## src/rtl/flash_copy_pkg.sv

```systemverilog
// Shared register map, CTRL/STATUS bit positions and sequencer state encoding
// for the flash-to-RAM copy engine.
package flash_copy_pkg;

  localparam logic [3:0] ADDR_SRC  = 4'h0;
  localparam logic [3:0] ADDR_DST  = 4'h4;
  localparam logic [3:0] ADDR_LEN  = 4'h8;
  localparam logic [3:0] ADDR_CTRL = 4'hC;

  localparam int CTRL_START_BIT = 0;
  localparam int CTRL_ABORT_BIT = 1;

  localparam int STAT_BUSY_BIT  = 0;
  localparam int STAT_DONE_BIT  = 1;
  localparam int STAT_ERROR_BIT = 2;

  typedef enum logic [2:0] {
    ST_IDLE  = 3'd0,
    ST_REQ   = 3'd1,
    ST_WAIT  = 3'd2,
    ST_WRITE = 3'd3,
    ST_DONE  = 3'd4
  } fce_state_e;

endpackage

```

## src/rtl/fce_regs.sv

```systemverilog
// Configuration registers (SRC/DST/LEN), sticky done/error flags and the
// combinational bus read mux for the copy engine.
module fce_regs
  import flash_copy_pkg::*;
#(
  parameter int LEN_W = 16
) (
  input  logic             clk,
  input  logic             reset,
  input  logic             cfg_wen,
  input  logic             cfg_ren,
  input  logic [3:0]       cfg_addr,
  input  logic [31:0]      cfg_wdata,
  output logic [31:0]      cfg_rdata,
  input  logic             busy,
  input  logic [LEN_W-1:0] remaining,
  input  logic             start_clr,
  input  logic             set_done,
  input  logic             set_error,
  output logic [31:0]      src,
  output logic [31:0]      dst,
  output logic [LEN_W-1:0] len
);

  logic [31:0]      src_q, src_d;
  logic [31:0]      dst_q, dst_d;
  logic [LEN_W-1:0] len_q, len_d;
  logic             done_q, done_d;
  logic             error_q, error_d;
  logic [31:0]      status;

  always_comb begin
    src_d   = src_q;
    dst_d   = dst_q;
    len_d   = len_q;
    done_d  = done_q;
    error_d = error_q;
    // Configuration is frozen while a copy owns the flash/RAM ports.
    if (cfg_wen && !busy) begin
      case (cfg_addr)
        ADDR_SRC: src_d = {cfg_wdata[31:2], 2'b00};
        ADDR_DST: dst_d = {cfg_wdata[31:2], 2'b00};
        ADDR_LEN: len_d = cfg_wdata[LEN_W-1:0];
        default: ;
      endcase
    end
    if (start_clr) begin
      done_d  = 1'b0;
      error_d = 1'b0;
    end
    if (set_done)  done_d  = 1'b1;
    if (set_error) error_d = 1'b1;
  end

  always_ff @(posedge clk) begin
    if (reset) begin
      src_q   <= '0;
      dst_q   <= '0;
      len_q   <= '0;
      done_q  <= 1'b0;
      error_q <= 1'b0;
    end else begin
      src_q   <= src_d;
      dst_q   <= dst_d;
      len_q   <= len_d;
      done_q  <= done_d;
      error_q <= error_d;
    end
  end

  always_comb begin
    status                 = '0;
    status[STAT_BUSY_BIT]  = busy;
    status[STAT_DONE_BIT]  = done_q;
    status[STAT_ERROR_BIT] = error_q;
    status[31:16]          = 16'(remaining);
    cfg_rdata              = '0;
    if (cfg_ren) begin
      case (cfg_addr)
        ADDR_SRC:  cfg_rdata = src_q;
        ADDR_DST:  cfg_rdata = dst_q;
        ADDR_LEN:  cfg_rdata = 32'(len_q);
        ADDR_CTRL: cfg_rdata = status;
        default:   cfg_rdata = '0;
      endcase
    end
  end

  assign src = src_q;
  assign dst = dst_q;
  assign len = len_q;

endmodule

```

## src/rtl/flash_copy_engine.sv

```systemverilog
// Copy sequencer: reads LEN words from the flash controller and writes them to
// program RAM, one word per REQ/WAIT/WRITE round, with timeout and abort.
module flash_copy_engine
  import flash_copy_pkg::*;
#(
  parameter int LEN_W   = 16,
  parameter int TIMEOUT = 4096
) (
  input  logic        clk,
  input  logic        reset,
  input  logic        cfg_wen,
  input  logic        cfg_ren,
  input  logic [3:0]  cfg_addr,
  input  logic [31:0] cfg_wdata,
  output logic [31:0] cfg_rdata,
  output logic        flash_ren,
  output logic [31:0] flash_addr,
  input  logic        flash_rvalid,
  input  logic [31:0] flash_rdata,
  output logic        mem_wen,
  output logic [31:0] mem_addr,
  output logic [31:0] mem_wdata,
  output logic [3:0]  mem_byte_select,
  output logic        busy,
  output logic        done_irq
);

  localparam int TW = $clog2(TIMEOUT + 1);

  fce_state_e       state_q, state_d;
  logic [LEN_W-1:0] cnt_q, cnt_d;
  logic [31:0]      src_q, src_d, dst_q, dst_d;
  logic [TW-1:0]    timer_q, timer_d;
  logic             flash_ren_q, flash_ren_d, mem_wen_q, mem_wen_d;
  logic [31:0]      flash_addr_q, flash_addr_d, mem_addr_q, mem_addr_d;
  logic [31:0]      mem_wdata_q, mem_wdata_d;
  logic             busy_q, busy_d, done_irq_q, done_irq_d;
  logic             start_acc, abort_acc, err_set;
  logic [31:0]      cfg_src, cfg_dst;
  logic [LEN_W-1:0] cfg_len;

  fce_regs #(.LEN_W(LEN_W)) u_regs (
    .clk       (clk),
    .reset     (reset),
    .cfg_wen   (cfg_wen),
    .cfg_ren   (cfg_ren),
    .cfg_addr  (cfg_addr),
    .cfg_wdata (cfg_wdata),
    .cfg_rdata (cfg_rdata),
    .busy      (busy_q),
    .remaining (cnt_q),
    .start_clr (start_acc),
    .set_done  (state_q == ST_DONE),
    .set_error (err_set),
    .src       (cfg_src),
    .dst       (cfg_dst),
    .len       (cfg_len)
  );

  // ABORT only bites while words are still moving; START only from IDLE.
  assign start_acc = cfg_wen && (cfg_addr == ADDR_CTRL) && cfg_wdata[CTRL_START_BIT]
                     && (state_q == ST_IDLE);
  assign abort_acc = cfg_wen && (cfg_addr == ADDR_CTRL) && cfg_wdata[CTRL_ABORT_BIT]
                     && (state_q inside {ST_REQ, ST_WAIT, ST_WRITE});

  always_comb begin
    state_d = state_q;
    cnt_d   = cnt_q;
    src_d   = src_q;
    dst_d   = dst_q;
    timer_d = timer_q;
    err_set = 1'b0;
    case (state_q)
      ST_IDLE: if (start_acc) begin
        cnt_d   = cfg_len;
        src_d   = cfg_src;
        dst_d   = cfg_dst;
        state_d = (cfg_len == '0) ? ST_DONE : ST_REQ;
      end
      ST_REQ: begin
        timer_d = '0;
        state_d = ST_WAIT;
      end
      ST_WAIT: begin
        if (flash_rvalid) begin
          state_d = ST_WRITE;
        end else if (timer_q == TW'(TIMEOUT)) begin
          state_d = ST_DONE;
          err_set = 1'b1;
        end else begin
          timer_d = timer_q + 1'b1;
        end
      end
      ST_WRITE: begin
        src_d   = src_q + 32'd4;
        dst_d   = dst_q + 32'd4;
        cnt_d   = cnt_q - 1'b1;
        state_d = (cnt_q == LEN_W'(1)) ? ST_DONE : ST_REQ;
      end
      ST_DONE: state_d = ST_IDLE;
      default: state_d = ST_IDLE;
    endcase
    // The write already on the bus this cycle still lands; nothing new starts.
    if (abort_acc) begin
      state_d = ST_DONE;
      err_set = 1'b1;
    end
    // Outputs are registered: they describe the state being entered.
    flash_ren_d  = (state_d == ST_REQ);
    flash_addr_d = (state_d == ST_REQ) ? src_d : '0;
    mem_wen_d    = (state_d == ST_WRITE);
    mem_addr_d   = (state_d == ST_WRITE) ? dst_d : '0;
    mem_wdata_d  = (state_d == ST_WRITE) ? flash_rdata : '0;
    busy_d       = (state_d != ST_IDLE);
    done_irq_d   = (state_d == ST_DONE);
  end

  always_ff @(posedge clk) begin
    if (reset) begin
      state_q      <= ST_IDLE;
      cnt_q        <= '0;
      src_q        <= '0;
      dst_q        <= '0;
      timer_q      <= '0;
      flash_ren_q  <= 1'b0;
      flash_addr_q <= '0;
      mem_wen_q    <= 1'b0;
      mem_addr_q   <= '0;
      mem_wdata_q  <= '0;
      busy_q       <= 1'b0;
      done_irq_q   <= 1'b0;
    end else begin
      state_q      <= state_d;
      cnt_q        <= cnt_d;
      src_q        <= src_d;
      dst_q        <= dst_d;
      timer_q      <= timer_d;
      flash_ren_q  <= flash_ren_d;
      flash_addr_q <= flash_addr_d;
      mem_wen_q    <= mem_wen_d;
      mem_addr_q   <= mem_addr_d;
      mem_wdata_q  <= mem_wdata_d;
      busy_q       <= busy_d;
      done_irq_q   <= done_irq_d;
    end
  end

  assign flash_ren       = flash_ren_q;
  assign flash_addr      = flash_addr_q;
  assign mem_wen         = mem_wen_q;
  assign mem_addr        = mem_addr_q;
  assign mem_wdata       = mem_wdata_q;
  assign mem_byte_select = mem_wen_q ? 4'hF : 4'h0;
  assign busy            = busy_q;
  assign done_irq        = done_irq_q;

endmodule
```

## config.mk

```make
export PLATFORM = sky130hd
export DESIGN_NAME = flash_copy_engine
export DESIGN_NICKNAME = d
export VERILOG_FILES = /design/src/rtl/flash_copy_pkg.sv /design/src/rtl/fce_regs.sv /design/src/rtl/flash_copy_engine.sv
export SDC_FILE = /design/constraint.sdc
export NUM_CORES = 1
export LEC_CHECK = 0
export ABC_CLOCK_PERIOD_IN_PS = 2100
export BUFFER_PORTS_ARGS = -buffer_cell sky130_fd_sc_hd__buf_2
export CAP_MARGIN = 20
export CORE_ASPECT_RATIO = 2
export CORE_MARGIN = 8
export CORE_UTILIZATION = 51
export CTS_CLUSTER_DIAMETER = 80
export DETAILED_ROUTE_END_ITERATION = 10
export GPL_TIMING_DRIVEN = 0
export PLACE_DENSITY = 0.85
export SLEW_MARGIN = 20
export SYNTH_ARGS = -nofsm -noshare
export SYNTH_HDL_FRONTEND = slang
export SYNTH_HIERARCHICAL = 1
export SYNTH_SLANG_ARGS = --single-unit
export TNS_END_PERCENT = 5
```

## constraint.sdc

```tcl
create_clock -name clk -period 2.1 [get_ports clk]
set_input_delay 0.525 -clock clk [delete_from_list [all_inputs] [get_ports clk]]
set_output_delay 0.525 -clock clk [all_outputs]
set_load 0.02 [all_outputs]
```

# ---- Yosys cells after proc, flatten, opt, wreduce, memory -nomap -nowiden
# Cells that the tools add are included.
dict set report op_classes {
  addsub 4
  n_mul 0
  div 0
  n_lt_le_gt_ge 0
  eq_ne 15
  shift 0
  n_mux 26
  bitwise 2
  reduce_logical 23
}
# operator n
set ops {}
lappend ops {{$pmux 32 s2} 2}
lappend ops {{$pmux 32 s4} 1}
lappend ops {{$mux 32} 3}
lappend ops {{$add 32x3->32 const B} 2}
lappend ops {{$pmux 16 s2} 1}
lappend ops {{$mux 13} 2}
lappend ops {{$pmux 13 s2} 1}
lappend ops {{$mux 3} 6}
lappend ops {{$eq 16x1->1 const B} 1}
lappend ops {{$logic_not 16->1} 1}
lappend ops {{$mux 16} 1}
lappend ops {{$sub 16x1->16 const B} 1}
lappend ops {{$add 13x1->13 const B} 1}
lappend ops {{$eq 13x13->1 const B} 1}
lappend ops {{$pmux 3 s4} 1}
lappend ops {{$eq 3x2->1 const B} 3}
lappend ops {{$eq 4x4->1 const B} 2}
lappend ops {{$reduce_and 2->1} 4}
lappend ops {{$reduce_bool 2->1} 4}
lappend ops {{$mux 1} 7}
lappend ops {{$eq 3x1->1 const B} 2}
lappend ops {{$eq 3x3->1 const B} 2}
lappend ops {{$logic_and 1x1->1} 6}
lappend ops {{$ne 2x2->1 const B} 3}
lappend ops {{other kinds (9)} 12}
dict set report word_totals {
  register_bits 274
  latch_bits 0
  ram_bits 0
  romBits 0
  inputBits 73
  out_inout_bits 136
  word_cells 87
  mem_count 0
}

# ---- Logic depth before layout (Yosys ltp)
# Gate-level depths: netlist (run 1).
dict set report logic_depth {
  ltp_word 10
  mapped_depth 9
  ltp_nobuf 7
}

# ---- Cells and area by module
# Netlist (run 1), hierarchy kept.
# module instances cells_per_inst area_per_inst_um2 seq_area_each_um2
set by_module_without_submodules {}
lappend by_module_without_submodules {flash_copy_engine 1 965 8459.4 3923.8}
lappend by_module_without_submodules {fce_regs 1 416 4000.1 1561.5}

# ---- Worst setup path after synthesis (run 1)
# OpenSTA, ideal clock, no wires.
dict set report synth_path {
  path_kind {input to output}
  startpoint {in cfg_addr[3]}
  endpoint {out cfg_rdata[12]}
  arrival_ns 1.622
  required_time_ns 1.575
  slack_ns -0.047
  path_stages 4
  n_path_buf 1
  path_cell_list {buf_2 -> nor4_1 -> a222oi_1 -> nor2_1}
}
dict set report synth_via {
  elab_chain_len 3
  word_cells_on_any_way 6
  classes_between {eq/ne (3); mux (2); reduce/logical (1)}
}
# element line_no
set synth_lines {}
lappend synth_lines {{start: declaration} flash_copy_engine.sv:13} ;# input logic [3:0] cfg_addr,
lappend synth_lines {{$eq 4x4->1 (tied with other cells)} fce_regs.sv:79} ;# case (cfg_addr)
lappend synth_lines {{$pmux 32 s4 (*)} fce_regs.sv:79}
lappend synth_lines {{$mux 32 (*)} fce_regs.sv:78} ;# if (cfg_ren) begin
lappend synth_lines {{end: declaration} flash_copy_engine.sv:15} ;# output logic [31:0] cfg_rdata,
# Every way passes the cells marked *; elsewhere a longest branch is shown, timed or not.

# ---- Worst setup path after layout (run 1)
dict set report layout_path {
  startpoint {in cfg_addr[1]}
  endpoint {out cfg_rdata[25]}
}
# The elaborated chain is that of the path after synthesis.

==> results_dict.tcl, run 1 <==
set metrics [dict create \
    hold_viol 0 \
    cellLeakagePower_nw 6.48 \
    synth_area_um2 12500 \
    pre_cts_slack_ps -815 \
    endpoint_kind "output pin" \
    ys_seq_elements 274 \
    slew_violations 0 \
    cts_made_buffers 24 \
    drt-initial-drc-count 1607 \
    gp_congestion 1.02 \
    wire_per_inst_um 23.4 \
    yosysSeqAreaShare_pct 44.0 \
    avgViaCountPerCell 6.27 \
    layout_commonest_cell "dfxtp_1" \
    drc 0 \
    grt_pass1_vias 11800 \
    grt_use_total_pct 28.8 \
    dieArea_um2 30000 \
    reg2reg_slack_ps -70 \
    grt_start_max_net_pins 19 \
    path_class "input pin to output pin" \
    netlist_instances 1381 \
    hpwl_mm 32.7 \
    clock-sinks 274 \
    cp.required_ps 1570 \
    violations "setup timing" \
    root_buffer "clkbuf_16" \
    antenna_left 0 \
    cts_tree "yes" \
    path_max_fanout 7 \
    swShare_pct 22.7 \
    arrival_ps 1790 \
    drive_gt1_share_pct 28.1 \
    antenna_found_initial 0 \
    async_flop_share_pct 0 \
    hold_path_class "input pin to register" \
    worst_pin_slew_ps 954 \
    reg2reg_to "src_q[16]$_SDFF_PP0_" \
    startpoint_type "input pin" \
    p_per_area_nw_per_um2 682 \
    pwr-share-seq_pct 49.0 \
    fin_skew_ps 17.1 \
    clkLatencyLatePin_ps 550 \
    chipWidth_um 127 \
    holdCritStartpoint "flash_rdata[23]" \
    final_area_um2 15700 \
    yosys.cell_types.count 86 \
    timing.rr.start "src_q[2]$_SDFF_PP0_" \
    busiest_layer "met2" \
    vias 12200 \
    power.clock.fraction_pct 46.0 \
    setup_ws_ps -216 \
    post-route-period-util_pct 110 \
    cts_buffer_depth 3 \
    fmax_mhz 432 \
    finalSetupViolCount 48 \
    comb_power_share_pct 5.0 \
    use_met2_pct 47.5 \
    coreArea_um2 24200 \
    ir_drop_mv 0.741 \
    postSynthAreaPerCell_um2 9.02 \
    grt_overflow 0 \
    yosysWarningCount 6 \
    relSlewSlack_pct 36.4 \
    grt_first_pass_wirelength_mm 67.3 \
    yosysTopAreaCell "dfxtp_1" \
    path_clk_slew_ps 70 \
    final_cell_mix "dfxtp_1 (254), buf_2 (185), nor2_1 (156)" \
    hold-path-cell-count 2 \
    r2r_cells 7 \
    p_total_mw 10.7 \
    grt_use_met1_pct 33.0 \
    period_minus_slack_ps 2320 \
    p_int_mw 8.28 \
    yosys-top-cells-area "dfxtp_1 (44%), mux2i_1 (8.3%), nand2b_1 (5.5%), nor2_1 (4.9%), a21oi_1 (3.1%)" \
    diodes 0 \
    synth_top_flop_cell "dfxtp_1" \
    numPortBuffers 207 \
    rsz0062_at_grt "true" \
    rows 81 \
    start_util_pct 51.4 \
    die_y_um 237 \
    place_area_um2 13900 \
    hold_end "mem_wdata[23]$_SDFF_PP0_" \
    met3_usage_pct 5.70 \
    netSwitchingPower_mw 2.43 \
    maxCapViolations 0 \
    pin_count 209 \
    nets 1712 \
    status "finished, violations left" \
    h-tree-depth 1 \
    finish.utilization_pct 64.8 \
    synth_edf_count 0 \
    synth_top_area_share_pct 44.0 \
    drtPass1Iterations 9 \
    routed_wl_mm 45.5 \
    syn2layout_area_growth_pct 26.0 \
]
[synthesized netlist by cell type, types with 20 or more instances]
| cell type | count |
|---|---|
| dfxtp_1 | 274 |
| nor2_1 | 161 |
| nand2b_1 | 109 |
| mux2i_1 | 103 |
| a21oi_1 | 76 |
| nand2_1 | 74 |
| clkbuf_1 | 55 |
| and3_1 | 52 |
| o21ai_0 | 33 |
| nand3_1 | 29 |
| inv_1 | 28 |
| nor3_1 | 27 |
| nor4_1 | 27 |
| buf_2 | 25 |
| nand4_1 | 21 |
| a31oi_1 | 20 |
[cells by family (layout without fill, tap and decap cells)]
kind of cell / Yosys count / after routing / synth area share, %
adder cells (fa/ha/maj): 6 / 6 / 0.603
AND/OR/NAND/NOR: 596 / 596 / 26.4
flip-flops: 274 / 274 / 44.0
buffers and inverters: 131 / 398 / 4.92
XOR/XNOR: 12 / 12 / 0.844
AO/OA/AOI/OAI: 250 / 250 / 14.1
other: 1 / 4 / 0.0301
multiplexers: 111 / 111 / 9.09
[cell type report]
type | count | area [um2]
Multi-Input combinational cell | 979 | 6800
Inverter | 28 | 105
Timing Repair Buffer | 224 | 1340
Tap cell | 290 | 363
Fill cell | 1935 | 8520
Clock buffer | 26 | 639
Buffer | 102 | 714
Clock inverter | 18 | 236
Sequential cell | 274 | 5510
[worst max-delay path: stages]
cell      delay, ps
clkbuf_4        200
nor4b_4         450
a222oi_1        160
nor2_1          260
buf_4           200
[through the flow]
| stage | setup TNS (ps) | instances | hold slack [ps] |
|---|---|---|---|
| after global placement | -93030 | 1881 | 466 |
| after detailed placement | -92670 | 1881 | 478 |
| after global routing | -8070 | 1941 | 216 |
| after floorplan | -254 | 1384 | 450 |
| after CTS | -3660 | 1930 | 197 |
| final | -6210 | 1941 | 208 |
[registers in the layout, summed over array words and instances, names as in the netlist]
name	count
mem_wdata	32
u_regs/len	16
u_regs/dst	30
state_q	3
mem_addr	32
busy	1
flash_ren	1
flash_addr	32
mem_wen	1
u_regs/src	30
timer_q	13
u_regs/done_q	1
dst_q	32
src_q	32
u_regs/error_q	1
done_irq	1
cnt_q	16
[layer usage]
metal	routed length (um)	vias up	part of all wire, %
li1	-	5448	-
met1	16500	5697	36
met2	21100	825	46
met3	4470	208	9.8
met4	3380	0	7.4
met5	0	-	0
[worst max path at each step]
stage,startpoint,to,slack (ps),cells past startpoint
2_1_floorplan,cfg_addr[2],cfg_rdata[0],-30,4
3_3_place_gp,cnt_q[3]$_SDFFE_PP0P_,flash_addr[30]$_SDFF_PP0_,-840,6
3_5_place_dp,cnt_q[3]$_SDFFE_PP0P_,flash_addr[1]$_SDFF_PP0_,-810,6
4_1_cts,cfg_addr[3],cfg_rdata[9],-150,7
5_1_grt,cfg_addr[1],cfg_rdata[1],-230,6
6_report,cfg_addr[1],cfg_rdata[25],-220,5
[repair_timing]
item | in CTS | in global routing
setup endpoints to repair | 176 | 190
resized for setup | 141 | 103
pin swaps | 8 | 19
hold endpoints to repair | 0 | 0
setup buffers | 6 | 12
hold buffers | 0 | 0
[power groups by stage]
stage | registers, mW | clock network [mW] | logic [mW]
2_1_floorplan | 5.35 | 0 | 0.253
3_3_place_gp | 5.36 | 0 | 0.431
3_5_place_dp | 5.37 | 0 | 0.436
4_1_cts | 5.24 | 4.95 | 0.474
5_1_grt | 5.25 | 5.14 | 0.552
6_report | 5.25 | 4.93 | 0.537
Note: power is estimated with default switching activity, not from simulation.
==> run 2, diff against run 1 <==
--- a/config.mk
+++ b/config.mk
@@ -8,8 +8,7 @@
 export ABC_CLOCK_PERIOD_IN_PS = 2100
 export BUFFER_PORTS_ARGS = -buffer_cell sky130_fd_sc_hd__buf_2
 export CAP_MARGIN = 20
-export CORE_ASPECT_RATIO = 2
-export CORE_MARGIN = 8
+export CORE_ASPECT_RATIO = 1.5
 export CORE_UTILIZATION = 51
 export CTS_CLUSTER_DIAMETER = 80
 export DETAILED_ROUTE_END_ITERATION = 10
@@ -20,4 +19,3 @@
 export SYNTH_HDL_FRONTEND = slang
 export SYNTH_HIERARCHICAL = 1
 export SYNTH_SLANG_ARGS = --single-unit
-export TNS_END_PERCENT = 5
==> run 2 against run 1 <==
Compared with the run above: the flow still finishes with violations (setup timing); setup slack better by 96 ps; first-iteration DRC count down 20%; sequential power about the same; worst hold slack worse by 2.7 ps; final area up 3.5%; flip-flop and latch count unchanged; sequential share of layout area down 0.87 points; critical path depth down 2; critical path type is now register to output pin; critical endpoint is now cfg_rdata[2]; highest routed layer unchanged.
==> results_dict.tcl, run 2 (synthesis gave the netlist of run 1 again) <==
set metrics [dict create \
    path_class "register to output pin" \
    p_int_mw 7.90 \
    tns_ps -1110 \
    startpoint_type "register" \
    holdCritStartpoint "flash_rdata[27]" \
    gp_congestion 0.996 \
    ir_drop_mv 0.677 \
    cellLeakagePower_nw 6.69 \
    path_cells "mux4_2 > and3_4 > buf_6" \
    cts_tree "yes" \
    root_buffer "clkbuf_16" \
    status "finished, violations left" \
    dieArea_um2 25100 \
    place_inst 1910 \
    violations "setup timing" \
    pre_cts_slack_ps -742 \
    numPortBuffers 207 \
    cts_buffer_depth 3 \
    pwr-share-seq_pct 50.7 \
    swShare_pct 23.6 \
    finish.utilization_pct 68.2 \
    coreArea_um2 23800 \
    wl_met1_mm 15.9 \
    clock-sinks 274 \
    finalSetupViolCount 29 \
    grt_overflow 0 \
    comb_power_share_pct 5.9 \
    timing.rr.start "cnt_q[5]$_SDFFE_PP0P_" \
    nets 1741 \
    arrival_ps 1700 \
    place_area_um2 14000 \
    h-tree-depth 1 \
    vias 12700 \
    routed.top_layer "met4" \
    worst-path-buf-inv 1 \
    fillers 1822 \
    hold_slack_ps 205 \
    routed_wl_mm 47.9 \
    fmax_mhz 450 \
    grt_use_total_pct 37.1 \
    path_clk_slew_ps 70 \
    chipWidth_um 130 \
    wire_per_inst_um 24.0 \
    layout_commonest_cell "dfxtp_1" \
    final_cell_mix "dfxtp_1 (233), buf_2 (181), nor2_1 (155)" \
    p_total_mw 10.3 \
    avgViaCountPerCell 6.33 \
    post-route-period-util_pct 106 \
    startpoint "u_regs/src[2]$_SDFFE_PP0P_" \
    maxCapViolations 0 \
    fin_skew_ps 19.0 \
    clkLatencyLatePin_ps 550 \
    endpoint_kind "output pin" \
    die_y_um 193 \
    start_util_pct 52.3 \
    hold_viol 0 \
    rows 69 \
    final_area_um2 16200 \
    relSlewSlack_pct 42.5 \
    slew_violations 0 \
    setup_ws_ps -121 \
    drtPass1Iterations 7 \
    cts_made_buffers 25 \
    wl_met2_mm 21.9 \
    dr_wl_met3_mm 4.95 \
    grt_pass1_vias 12100 \
    crit_path_top_delay_cell "mux4_2" \
    diodes 0 \
    period_minus_slack_ps 2220 \
    grt_start_max_net_pins 16 \
    rsz0062_at_grt "true" \
    critPathTopFamily "multiplexers" \
    antenna_found_initial 0 \
    pin_count 209 \
    p_per_area_nw_per_um2 637 \
    drive_gt1_share_pct 32.3 \
    hold_path_class "input pin to register" \
    hpwl_mm 32.6 \
    cp.required_ps 1570 \
    netSwitchingPower_mw 2.44 \
    path_max_fanout 2 \
    cpPeakStageDelay_ps 490 \
    antenna_left 0 \
    finalNonFillerCells 1998 \
    drc 0 \
    grt_first_pass_wirelength_mm 69.7 \
    drt-initial-drc-count 1287 \
    worst_pin_slew_ps 862 \
    syn2layout_area_growth_pct 30.4 \
    power.clock.fraction_pct 43.4 \
]
==> run 2: cell count changes in the layout (fill, tap and decap cells not counted), sizes merged <==
cell | before | now
buf | 268 | 301
bufinv | 5 | 0
clkbuf | 84 | 88
clkinv | 7 | 5
clkinvlp | 4 | 2
inv | 30 | 29
nor2b | 6 | 7
==> run 2: power by group through the flow <==
stage	clock network, mW	logic, mW	registers, mW
floorplan	0	0.255	5.35
global placement	0	0.442	5.37
detailed placement	0	0.448	5.37
CTS	4.49	0.548	5.24
global route	4.72	0.627	5.24
finish	4.50	0.612	5.24
==> run 2: cell type report <==
cell class | instances | area (um2) | share of cell area [%]
inverters | 28 | 105 | 0.647
clock inverters | 8 | 52.6 | 0.323
clock buffers | 36 | 737 | 4.54
well taps | 319 | 399 | 2.46
multi-input cells | 980 | 7040 | 43.3
plain buffers | 97 | 713 | 4.39
flip-flops and latches | 274 | 5560 | 34.2
repair buffers | 256 | 1640 | 10.1
==> run 2: worst paths after layout <==
path / endpoint / slack (ps) / cells past startpoint
worst min register to register: mem_addr[1]$_SDFF_PP0_ / 490 / 2
worst max register to register: flash_addr[18]$_SDFF_PP0_ / 0 / 7
worst min-delay path: mem_wdata[27]$_SDFF_PP0_ / 200 / 2
worst max-delay path: cfg_rdata[2] / -120 / 3
==> run 2: routing by layer <==
| layer | track usage [%] | up-vias |
|---|---|---|
| li1 | - | 5516 |
| met1 | 40.8 | 5870 |
| met2 | 58.9 | 977 |
| met3 | 7.19 | 287 |
| met4 | 34.6 | 0 |
| met5 | 0 | - |
==> run 2: repair_timing <==
item                                    in CTS  in global routing
gates cloned                                 5                  1
pin swaps                                   24                 31
hold buffers                                 0                  0
buffers inserted                            30                 15
endpoints found under the setup margin     208                154
gates resized for setup                    197                122
endpoints found under the hold margin        0                  0
